`src/rtl/controlador_botao_pkg.sv`:
```
// Shared types and default constants for the push-button conditioner.
// Contents:
//   estado_t            - lockout FSM state encoding (IDLE, LOCK)
//   DEF_SYNC_STAGES     - default synchroniser depth
//   DEF_LOCKOUT         - default lockout window in clock cycles
//   DEF_REPEAT_DELAY    - default hold time before the first auto-repeat pulse
//   DEF_REPEAT_PERIOD   - default spacing between auto-repeat pulses
package controlador_botao_pkg;

    typedef enum logic [0:0] {
        IDLE = 1'b0,
        LOCK = 1'b1
    } estado_t;

    localparam int unsigned DEF_SYNC_STAGES   = 32'd2;
    localparam int unsigned DEF_LOCKOUT       = 32'd256;
    localparam int unsigned DEF_REPEAT_DELAY  = 32'd512;
    localparam int unsigned DEF_REPEAT_PERIOD = 32'd128;

endpackage

```
`src/rtl/controlador_botao_sync.sv`:
```
// N-flop synchroniser for an asynchronous level input.
// Ports:
//   clk   - system clock
//   rst_n - asynchronous active-low clear of every stage
//   d     - asynchronous input level
//   q     - synchronised level (last stage)
module botao_sync #(
    parameter int unsigned N = 32'd2
) (
    input  logic clk,
    input  logic rst_n,
    input  logic d,
    output logic q
);

    logic [N-1:0] sync_r;

    // Shift the raw level through the synchroniser chain.
    always_ff @(posedge clk or negedge rst_n) begin
        if (!rst_n) begin
            sync_r <= '0;
        end else begin
            sync_r <= {sync_r[N-2:0], d};
        end
    end

    assign q = sync_r[N-1];

endmodule

```
`src/rtl/controlador_botao.sv`:
```
// Push-button conditioner: synchronises b_in, detects press edges and emits
// one single-cycle pulse per accepted press, followed by a lockout window in
// which further presses are discarded.
// Optional feature macro: BTN_AUTOREPEAT_EN (hold-to-repeat pulses).
// Ports:
//   clk   - system clock, rising edge
//   rst_n - asynchronous active-low reset
//   b_in  - raw button level (1 = pressed), asynchronous to clk
//   b_out - registered one-cycle press pulse
module controlador_botao
    import controlador_botao_pkg::*;
#(
    parameter int unsigned SYNC_STAGES    = DEF_SYNC_STAGES,
    parameter int unsigned LOCKOUT_CYCLES = DEF_LOCKOUT,
    parameter int unsigned REPEAT_DELAY   = DEF_REPEAT_DELAY,
    parameter int unsigned REPEAT_PERIOD  = DEF_REPEAT_PERIOD
) (
    input  logic clk,
    input  logic rst_n,
    input  logic b_in,
    output logic b_out
);

    localparam int unsigned      CNT_W    = $clog2(LOCKOUT_CYCLES + 32'd1);
    localparam logic [CNT_W-1:0] CNT_LOAD = CNT_W'(LOCKOUT_CYCLES - 32'd1);

    logic             b_sync_s;
    logic             b_prev_r;
    logic             rise_s;
    logic             repeat_s;
    logic             pulse_s;
    estado_t          state_r;
    estado_t          state_next_s;
    logic [CNT_W-1:0] cnt_r;
    logic [CNT_W-1:0] cnt_next_s;
    logic             b_out_r;

    botao_sync #(
        .N (SYNC_STAGES)
    ) u_sync (
        .clk   (clk),
        .rst_n (rst_n),
        .d     (b_in),
        .q     (b_sync_s)
    );

    // Delayed copy of the synchronised level for edge detection.
    always_ff @(posedge clk or negedge rst_n) begin
        if (!rst_n) begin
            b_prev_r <= 1'b0;
        end else begin
            b_prev_r <= b_sync_s;
        end
    end

    assign rise_s = b_sync_s & ~b_prev_r;

`ifdef BTN_AUTOREPEAT_EN
    localparam int unsigned HOLD_MAX = (REPEAT_DELAY > REPEAT_PERIOD) ? REPEAT_DELAY : REPEAT_PERIOD;
    localparam int unsigned HOLD_W   = $clog2(HOLD_MAX + 32'd1);

    logic [HOLD_W-1:0] hold_cnt_r;
    logic [HOLD_W-1:0] hold_target_s;
    logic              hold_active_r;
    logic              hold_first_r;

    // The first repeat waits REPEAT_DELAY after the press, later ones REPEAT_PERIOD.
    assign hold_target_s = hold_first_r ? HOLD_W'(REPEAT_DELAY - 32'd1)
                                        : HOLD_W'(REPEAT_PERIOD - 32'd1);
    assign repeat_s      = hold_active_r & b_sync_s & (hold_cnt_r == hold_target_s);

    // Hold counter: restarts on every pulse, cleared as soon as the button is released.
    always_ff @(posedge clk or negedge rst_n) begin
        if (!rst_n) begin
            hold_cnt_r    <= '0;
            hold_active_r <= 1'b0;
            hold_first_r  <= 1'b0;
        end else if (!b_sync_s) begin
            hold_cnt_r    <= '0;
            hold_active_r <= 1'b0;
            hold_first_r  <= 1'b0;
        end else if (pulse_s) begin
            hold_cnt_r    <= '0;
            hold_active_r <= 1'b1;
            hold_first_r  <= ~repeat_s;
        end else if (hold_active_r && (hold_cnt_r != {HOLD_W{1'b1}})) begin
            hold_cnt_r    <= hold_cnt_r + HOLD_W'(1);
        end else begin
            hold_cnt_r    <= hold_cnt_r;
        end
    end
`else
    logic repeat_unused_s;

    assign repeat_s        = 1'b0;
    assign repeat_unused_s = ^{REPEAT_DELAY[0], REPEAT_PERIOD[0]};
`endif

    // State, lockout counter and output pulse registers.
    always_ff @(posedge clk or negedge rst_n) begin
        if (!rst_n) begin
            state_r <= IDLE;
            cnt_r   <= '0;
            b_out_r <= 1'b0;
        end else begin
            state_r <= state_next_s;
            cnt_r   <= cnt_next_s;
            b_out_r <= pulse_s;
        end
    end

    // Next-state logic: a rise only counts in IDLE; LOCK ends when the counter is spent.
    always_comb begin
        state_next_s = state_r;
        case (state_r)
            IDLE: begin
                if (rise_s || repeat_s) begin
                    state_next_s = LOCK;
                end else begin
                    state_next_s = IDLE;
                end
            end
            LOCK: begin
                if (repeat_s) begin
                    state_next_s = LOCK;
                end else if (cnt_r == '0) begin
                    state_next_s = IDLE;
                end else begin
                    state_next_s = LOCK;
                end
            end
            default: begin
                state_next_s = IDLE;
            end
        endcase
    end

    // Output logic: pulse request and lockout counter load/saturating decrement.
    always_comb begin
        pulse_s    = 1'b0;
        cnt_next_s = cnt_r;
        case (state_r)
            IDLE: begin
                if (rise_s || repeat_s) begin
                    pulse_s    = 1'b1;
                    cnt_next_s = CNT_LOAD;
                end else begin
                    cnt_next_s = cnt_r;
                end
            end
            LOCK: begin
                if (repeat_s) begin
                    pulse_s    = 1'b1;
                    cnt_next_s = CNT_LOAD;
                end else if (cnt_r != '0) begin
                    cnt_next_s = cnt_r - CNT_W'(1);
                end else begin
                    cnt_next_s = cnt_r;
                end
            end
            default: begin
                pulse_s    = 1'b0;
                cnt_next_s = '0;
            end
        endcase
    end

    assign b_out = b_out_r;

endmodule

```
`config.mk`:
```
export PLATFORM = sky130hd
export DESIGN_NAME = controlador_botao
export DESIGN_NICKNAME = d
export VERILOG_FILES = /design/src/rtl/controlador_botao_pkg.sv /design/src/rtl/controlador_botao_sync.sv /design/src/rtl/controlador_botao.sv
export SDC_FILE = /design/constraint.sdc
export NUM_CORES = 1
export LEC_CHECK = 0
export ABC_AREA = 1
export CELL_PAD_IN_SITES_DETAIL_PLACEMENT = 1
export CELL_PAD_IN_SITES_GLOBAL_PLACEMENT = 1
export CORE_AREA = 2 2 45 47
export CTS_CLUSTER_DIAMETER = 40
export CTS_CLUSTER_SIZE = 24
export DETAILED_ROUTE_END_ITERATION = 16
export DIE_AREA = 0 0 47 49
export PLACE_DENSITY = 0.73
export SLEW_MARGIN = 5
export SYNTH_ARGS = -nofsm -noshare
export SYNTH_HDL_FRONTEND = slang
export SYNTH_HIERARCHICAL = 1
export SYNTH_SLANG_ARGS = --single-unit
```
`constraint.sdc`:
```
create_clock -name clk -period 3.9 [get_ports clk]
set_input_delay 0.975 -clock clk [delete_from_list [all_inputs] [get_ports clk]]
set_output_delay 0.975 -clock clk [all_outputs]
set_load 0.02 [all_outputs]
```
==> run_results.csv, run 1 <==
group,metric,value,unit
run_status,outcome,"finished, final reports clean",
place,gp_congestion,0.727,
worst_hold_path,hold_class,"register to register",
global_route,grt_pass1_wl,2.90,mm
cts,numCtsBuffers,3,
floorplan,die_area,2300,µm²
logic_synthesis,synth_compound_area_share,3.62,%
detailed_routing,drtPass1Iterations,3,
logic_synthesis,synth_area_leaders,"dfrtp_1 46%, nand2_1 17%, nand3_1 11%",
power,vdd_drop_max,0.399,mV
place,numPortBuffers,3,
cts,clock_latency,0.28,ns
detailed_routing,ant_nets,0,
floorplan,dieHeight,49,µm
setup_path,worstSetupPathType,"register to output port",
sta,worst_slew_pin_slew,0.642,ns
sta,rsz0062_at_grt,"no",
setup_path,critPathBufInv,1,
layout,finalInstanceArea,855,µm²
logic_synthesis,yosys.cell_count.top_type,"nand2_1",
detailed_routing,routed_wl,1.61,mm
power,p_leak,0.000422,µW
setup_path,start_kind,"register",
logic_synthesis,synth-async-reset-ratio,100,%
setup_path,worst_path_max_delay_cell,"clkdlybuf4s50_1",
layout,area_growth,12.5,%
detailed_routing,drc_errors,0,
sta,worst_clock_skew,0.00369,ns
global_route,grt-ovfl-total,0,
logic_synthesis,seq_area_frac_synth,46.1,%
layout,diodes,0,
detailed_routing,vias,633,
logic_synthesis,yosys.area.top_type,"dfrtp_1",
logic_synthesis,synth_top_family_by_area,"simple AND/OR/NAND/NOR gates",
logic_synthesis,syn_nets,100,
sta,hold_slack,0.355,ns
setup_path,worstPathMaxFanout,1,
logic_synthesis,yosys_warnings,6,
global_route,grt_max_degree,15,
cts,ctsResizeCount,0,
detailed_routing,vias_per_cell,4.91,
cts,postCtsSetupRepairBufs,0,
cts,clock_sinks,14,
sta,maxSlewViolCount,0,
setup_path,path_cells,"clkdlybuf4s50_1",
layout,drive_above_1_share,14.7,%
setup_path,crit_required,2.92,ns
power,p_per_area,694,nW/µm²
floorplan,die_width,47,µm
logic_synthesis,syn_inst,96,
setup_path,end_kind,"output port",
detailed_routing,wl_per_cell,12.5,µm
layout,final_cells,129,
floorplan,initial_core_util,41.2,%
sta,layout_min_cycle_time,2.18,ns
sta,hold_viol_final,0,
cts,clkTransAtPathRegs,0.09,ns
cts,postCtsHoldBufs,0,
cts,htree_levels,1,
run,cap_violations,0,
global_route,grt.total_usage,17.7,%
logic_synthesis,synth_simple_gate_area_share,42.0,%
sta,tns,0,ns
setup_path,r2r_slack,2.33,ns
setup_path,critPathMaxStageDelay,0.60,ns
place,placed_cells,125,
floorplan,io_pins,4,
logic_synthesis,synth_area,759,µm²
logic_synthesis,synthDominantCellAreaShare,46.1,%
logic_synthesis,synth_ff_type,"dfrtp_1",
layout,nNetsFinal,107,
place,place_area,818,µm²
logic_synthesis,synth_fa_ha_area_share,1.65,%
sta,max_freq,0.460,GHz
setup_path,cp_top_family,"buffers and inverters",
logic_synthesis,syn_avg_cell_area,7.91,µm²
logic_synthesis,synth_edf_count,0,
sta,setup_violations,0,
detailed_routing,drt_iter0_drc,8,
logic_synthesis,yosysUniqueCellTypes,20,
cts,cts_tree,"done",
logic_synthesis,synth_xor_area_share,0,%
logic_synthesis,synth.cells.most_frequent,"34 x nand2_1, 16 x nand3_1, 14 x dfrtp_1",
sta,max_slew_margin,57.1,%
sta,finalCritPeriodShare,55.8,%
global_route,grt_pass1_vias,670,
cts,clockBufferDepth,2,
setup_path,crit_arrival,1.20,ns
logic_synthesis,synth-seq-cells,14,
global_route,antenna_found_initial,0,
logic_synthesis,synthMuxAreaShare,0,%
floorplan,num_rows,16,
place,dp_hpwl,1.23,mm
cts,root_buffer,"clkbuf_4",
floorplan,core,1840,µm²
## power by group
| part | switching (µW) | internal, µW |
|---|---|---|
| clock network | 48.5 | 56.8 |
| registers | 56.1 | 193 |
| logic | 149 | 90.2 |
## flip-flops by register name (all words and copies together) (netlist names)
| signal | count |
|---|---|
| b_out | 1 |
| state_r | 1 |
| u_sync/sync_r | 2 |
| b_prev_r | 1 |
| cnt_r | 9 |
## final timing paths
path	startpoint	end	cells past startpoint
worst max-delay path	b_out	b_out	1
worst min-delay path	u_sync/sync_r[0]	u_sync/sync_r[1]	0
worst max register to register	cnt_r[0]	cnt_r[4]	8
worst min register to register	u_sync/sync_r[0]	u_sync/sync_r[1]	0
max in group asynchronous	rst_n	cnt_r[4]	1
min in group asynchronous	rst_n	cnt_r[8]	1
## per-layer routing
metal / track usage, % / part of all wire [%]
met3: 6.67 / 2.3
met4: 4.17 / 0.74
met5: 0 / 0
met2: 28.3 / 50
met1: 22.0 / 46
## layout make-up
| type | instances | area (µm²) |
|---|---|---|
| inverters | 12 | 45.0 |
| clock buffers | 4 | 36.3 |
| repair buffers | 3 | 30.0 |
| multi-input cells | 69 | 359 |
| fillers | 238 | 987 |
| well taps | 27 | 33.8 |
| flip-flops and latches | 14 | 350 |
## kinds of logic (layout without fill, tap and decap cells)
logic type,count (synthesis),after routing
flops,14,14
fa+ha+maj,1,1
simple gates,64,64
buf+inv,13,19
compound gates,4,4
## stage by stage
step,setup slack (ns),util (%),total power [µW]
after floorplan,2.51,-,433
after global placement,2.04,44.4,480
after detailed placement,2.02,44.4,496
after CTS,1.71,46.4,605
after global routing,1.67,46.4,658
final,1.72,46.4,593
## cells in the final DEF (no fill, tap or decap)
cell type and instances:
nand2_2 2, nand4_4 1, nor3_2 1, dfrtp_1 14
o21ai_0 1, inv_1 10, o21bai_2 1, nand4_1 1
clkdlybuf4s50_1 3, clkbuf_4 3, nand2_1 34, a31oi_1 1
ha_1 1, nor2_2 1, or2_0 1, nor2_1 4
nand2_4 1, nor2_4 2, inv_2 2, clkbuf_8 1
nand3_1 16, o21ai_1 1
Power figures use the tool's default switching activity.
==> run 2, diff against run 1 <==
- CORE_AREA: 2 2 45 47 -> 2 2 46 48
- DIE_AREA: 0 0 47 49 -> 0 0 48 50
- PLACE_DENSITY: 0.73 -> 0.7
- clock period: 3.9 -> 2.25 ns (I/O delays scaled with it)
==> run 2 against run 1 <==
  * Critical path depth unchanged
  * Sequential share of layout area unchanged
  * First-iteration DRC count down 13%
  * Clock skew up 0.0010 ns
==> run_results.csv, run 2 (synthesis gave the netlist of run 1 again) <==
group,metric,value,unit
run_status,outcome,"finished, final reports clean",
cts,clkTransAtPathRegs,0.09,ns
layout,area_growth,12.5,%
cts,numCtsBuffers,3,
setup_path,cp.depth,1,
setup_path,r2r_cells,8,
power,clkPwrFrac,17.8,%
cts,cts_tree,"done",
setup_path,start_kind,"register",
power,p_int,590,µW
floorplan,dieHeight,50,µm
sta,max_freq,0.565,GHz
detailed_routing,drt_iter0_drc,7,
power,p_per_area,1210,nW/µm²
setup_path,worstSetupPathType,"register to output port",
power,pwr-share-comb,40.3,%
power,p_leak,0.000422,µW
cts,root_buffer,"clkbuf_4",
sta,layout_min_cycle_time,1.77,ns
global_route,grt_max_degree,15,
setup_path,cp_top_family,"buffers and inverters",
layout,multi_input_area,359,µm²
cts,clock_sinks,14,
detailed_routing,drc_errors,0,
detailed_routing,vias_per_cell,4.85,
layout,drive_above_1_share,14.7,%
layout,top_regs,"cnt_r: 9 flops, u_sync/sync_r: 2 flops",
worst_hold_path,hold_path_depth,0,
floorplan,io_pins,4,
layout,largest_reg_flops,9,
detailed_routing,routed_wl,1.59,mm
power,p_sw_share,43.1,%
floorplan,die_area,2400,µm²
place,dp_hpwl,1.21,mm
layout,layout_commonest_cell,"nand2_1",
layout,regArea,350,µm²
cts,postCtsSetupRepairBufs,0,
detailed_routing,wl_per_cell,12.3,µm
setup_path,path_cells,"clkdlybuf4s50_1",
power,p_sw,446,µW
place,gp_congestion,0.761,
cts,ctsResizeCount,0,
layout,diodes,0,
cts,clock_latency,0.28,ns
global_route,grt.total_usage,16.1,%
worst_hold_path,hold_class,"register to register",
detailed_routing,vias,626,
sta,setup_violations,0,
sta,finalCritPeriodShare,78.6,%
sta,hold_viol_final,0,
power,vdd_drop_max,0.703,mV
cts,clockBufferDepth,2,
floorplan,core,1900,µm²
global_route,grt-ovfl-total,0,
setup_path,worst_path_max_delay_cell,"clkdlybuf4s50_1",
setup_path,crit_required,1.69,ns
layout,nFillCells,236,
sta,tns,0,ns
layout,top_register,"cnt_r",
detailed_routing,drtPass1Iterations,4,
floorplan,die_width,48,µm
layout,final_cell_mix,"34 x nand2_1, 16 x nand3_1, 14 x dfrtp_1",
layout,finalInstanceArea,855,µm²
cts,htree_levels,1,
cts,postCtsHoldBufs,0,
floorplan,initial_core_util,39.9,%
floorplan,num_rows,16,
sta,worst_slew_pin_slew,0.641,ns
setup_path,end_kind,"output port",
power,p_seq_share,41.8,%
detailed_routing,ant_nets,0,
sta,maxSlewViolCount,0,
setup_path,critPathBufInv,1,
global_route,grt_pass1_vias,599,
place,numPortBuffers,3,
setup_path,worstPathMaxFanout,1,
setup_path,crit_arrival,1.21,ns
layout,nNetsFinal,107,
setup_path,critPathMaxStageDelay,0.59,ns
sta,max_slew_margin,57.1,%
global_route,antenna_found_initial,0,
run,cap_violations,0,
global_route,grt_pass1_wl,2.68,mm
sta,rsz0062_at_grt,"no",
place,place_area,818,µm²
sta,worst_clock_skew,0.00468,ns
## run 2: final timing paths
kind	startpoint	to	slack (ns)
hold reg to reg	u_sync/sync_r[0]	u_sync/sync_r[1]	0.37
max in group asynchronous	rst_n	cnt_r[0]	1.17
min in group asynchronous	rst_n	b_prev_r	0.67
setup / recovery	b_out	b_out	0.48
setup reg to reg	cnt_r[0]	cnt_r[7]	0.72
hold / removal	u_sync/sync_r[0]	u_sync/sync_r[1]	0.37
## run 2: stage by stage
step	power (µW)	setup slack, ns	utilization, %	hold WS (ns)	std cells
floorplan	751	0.924	-	0.267	96
global placement	851	0.781	43.0	0.344	125
detailed placement	858	0.728	43.0	0.338	125
CTS	1050	0.465	44.9	0.369	129
global route	1130	0.440	44.9	0.384	129
finish	1040	0.480	44.9	0.366	129
## run 2: layout make-up
| type | instances | share of cell area [%] |
|---|---|---|
| sequential | 14 | 41.0 |
| inverter | 12 | 5.27 |
| clock buffer | 4 | 4.25 |
| tap | 27 | 3.95 |
| multi-input combinational | 69 | 42.0 |
| timing repair buffer | 3 | 3.51 |
## run 2: layer usage
metal / global-route usage, % / up-vias / part of all wire, % / wire length (µm)
li1: - / 317 / - / -
met1: 22.1 / 301 / 51 / 817
met2: 23.1 / 4 / 45 / 709
met3: 3.30 / 4 / 1.8 / 29
met4: 8.11 / 0 / 2.1 / 34
met5: 0 / - / 0 / 0
## run 2: power groups by stage
stage                     sequential, µW  clock [µW]  combinational, µW
after CTS                            433         192                425
after global routing                 447         205                481
after global placement               436           0                414
after detailed placement             438           0                420
final                                433         185                418
after floorplan                      408           0                343
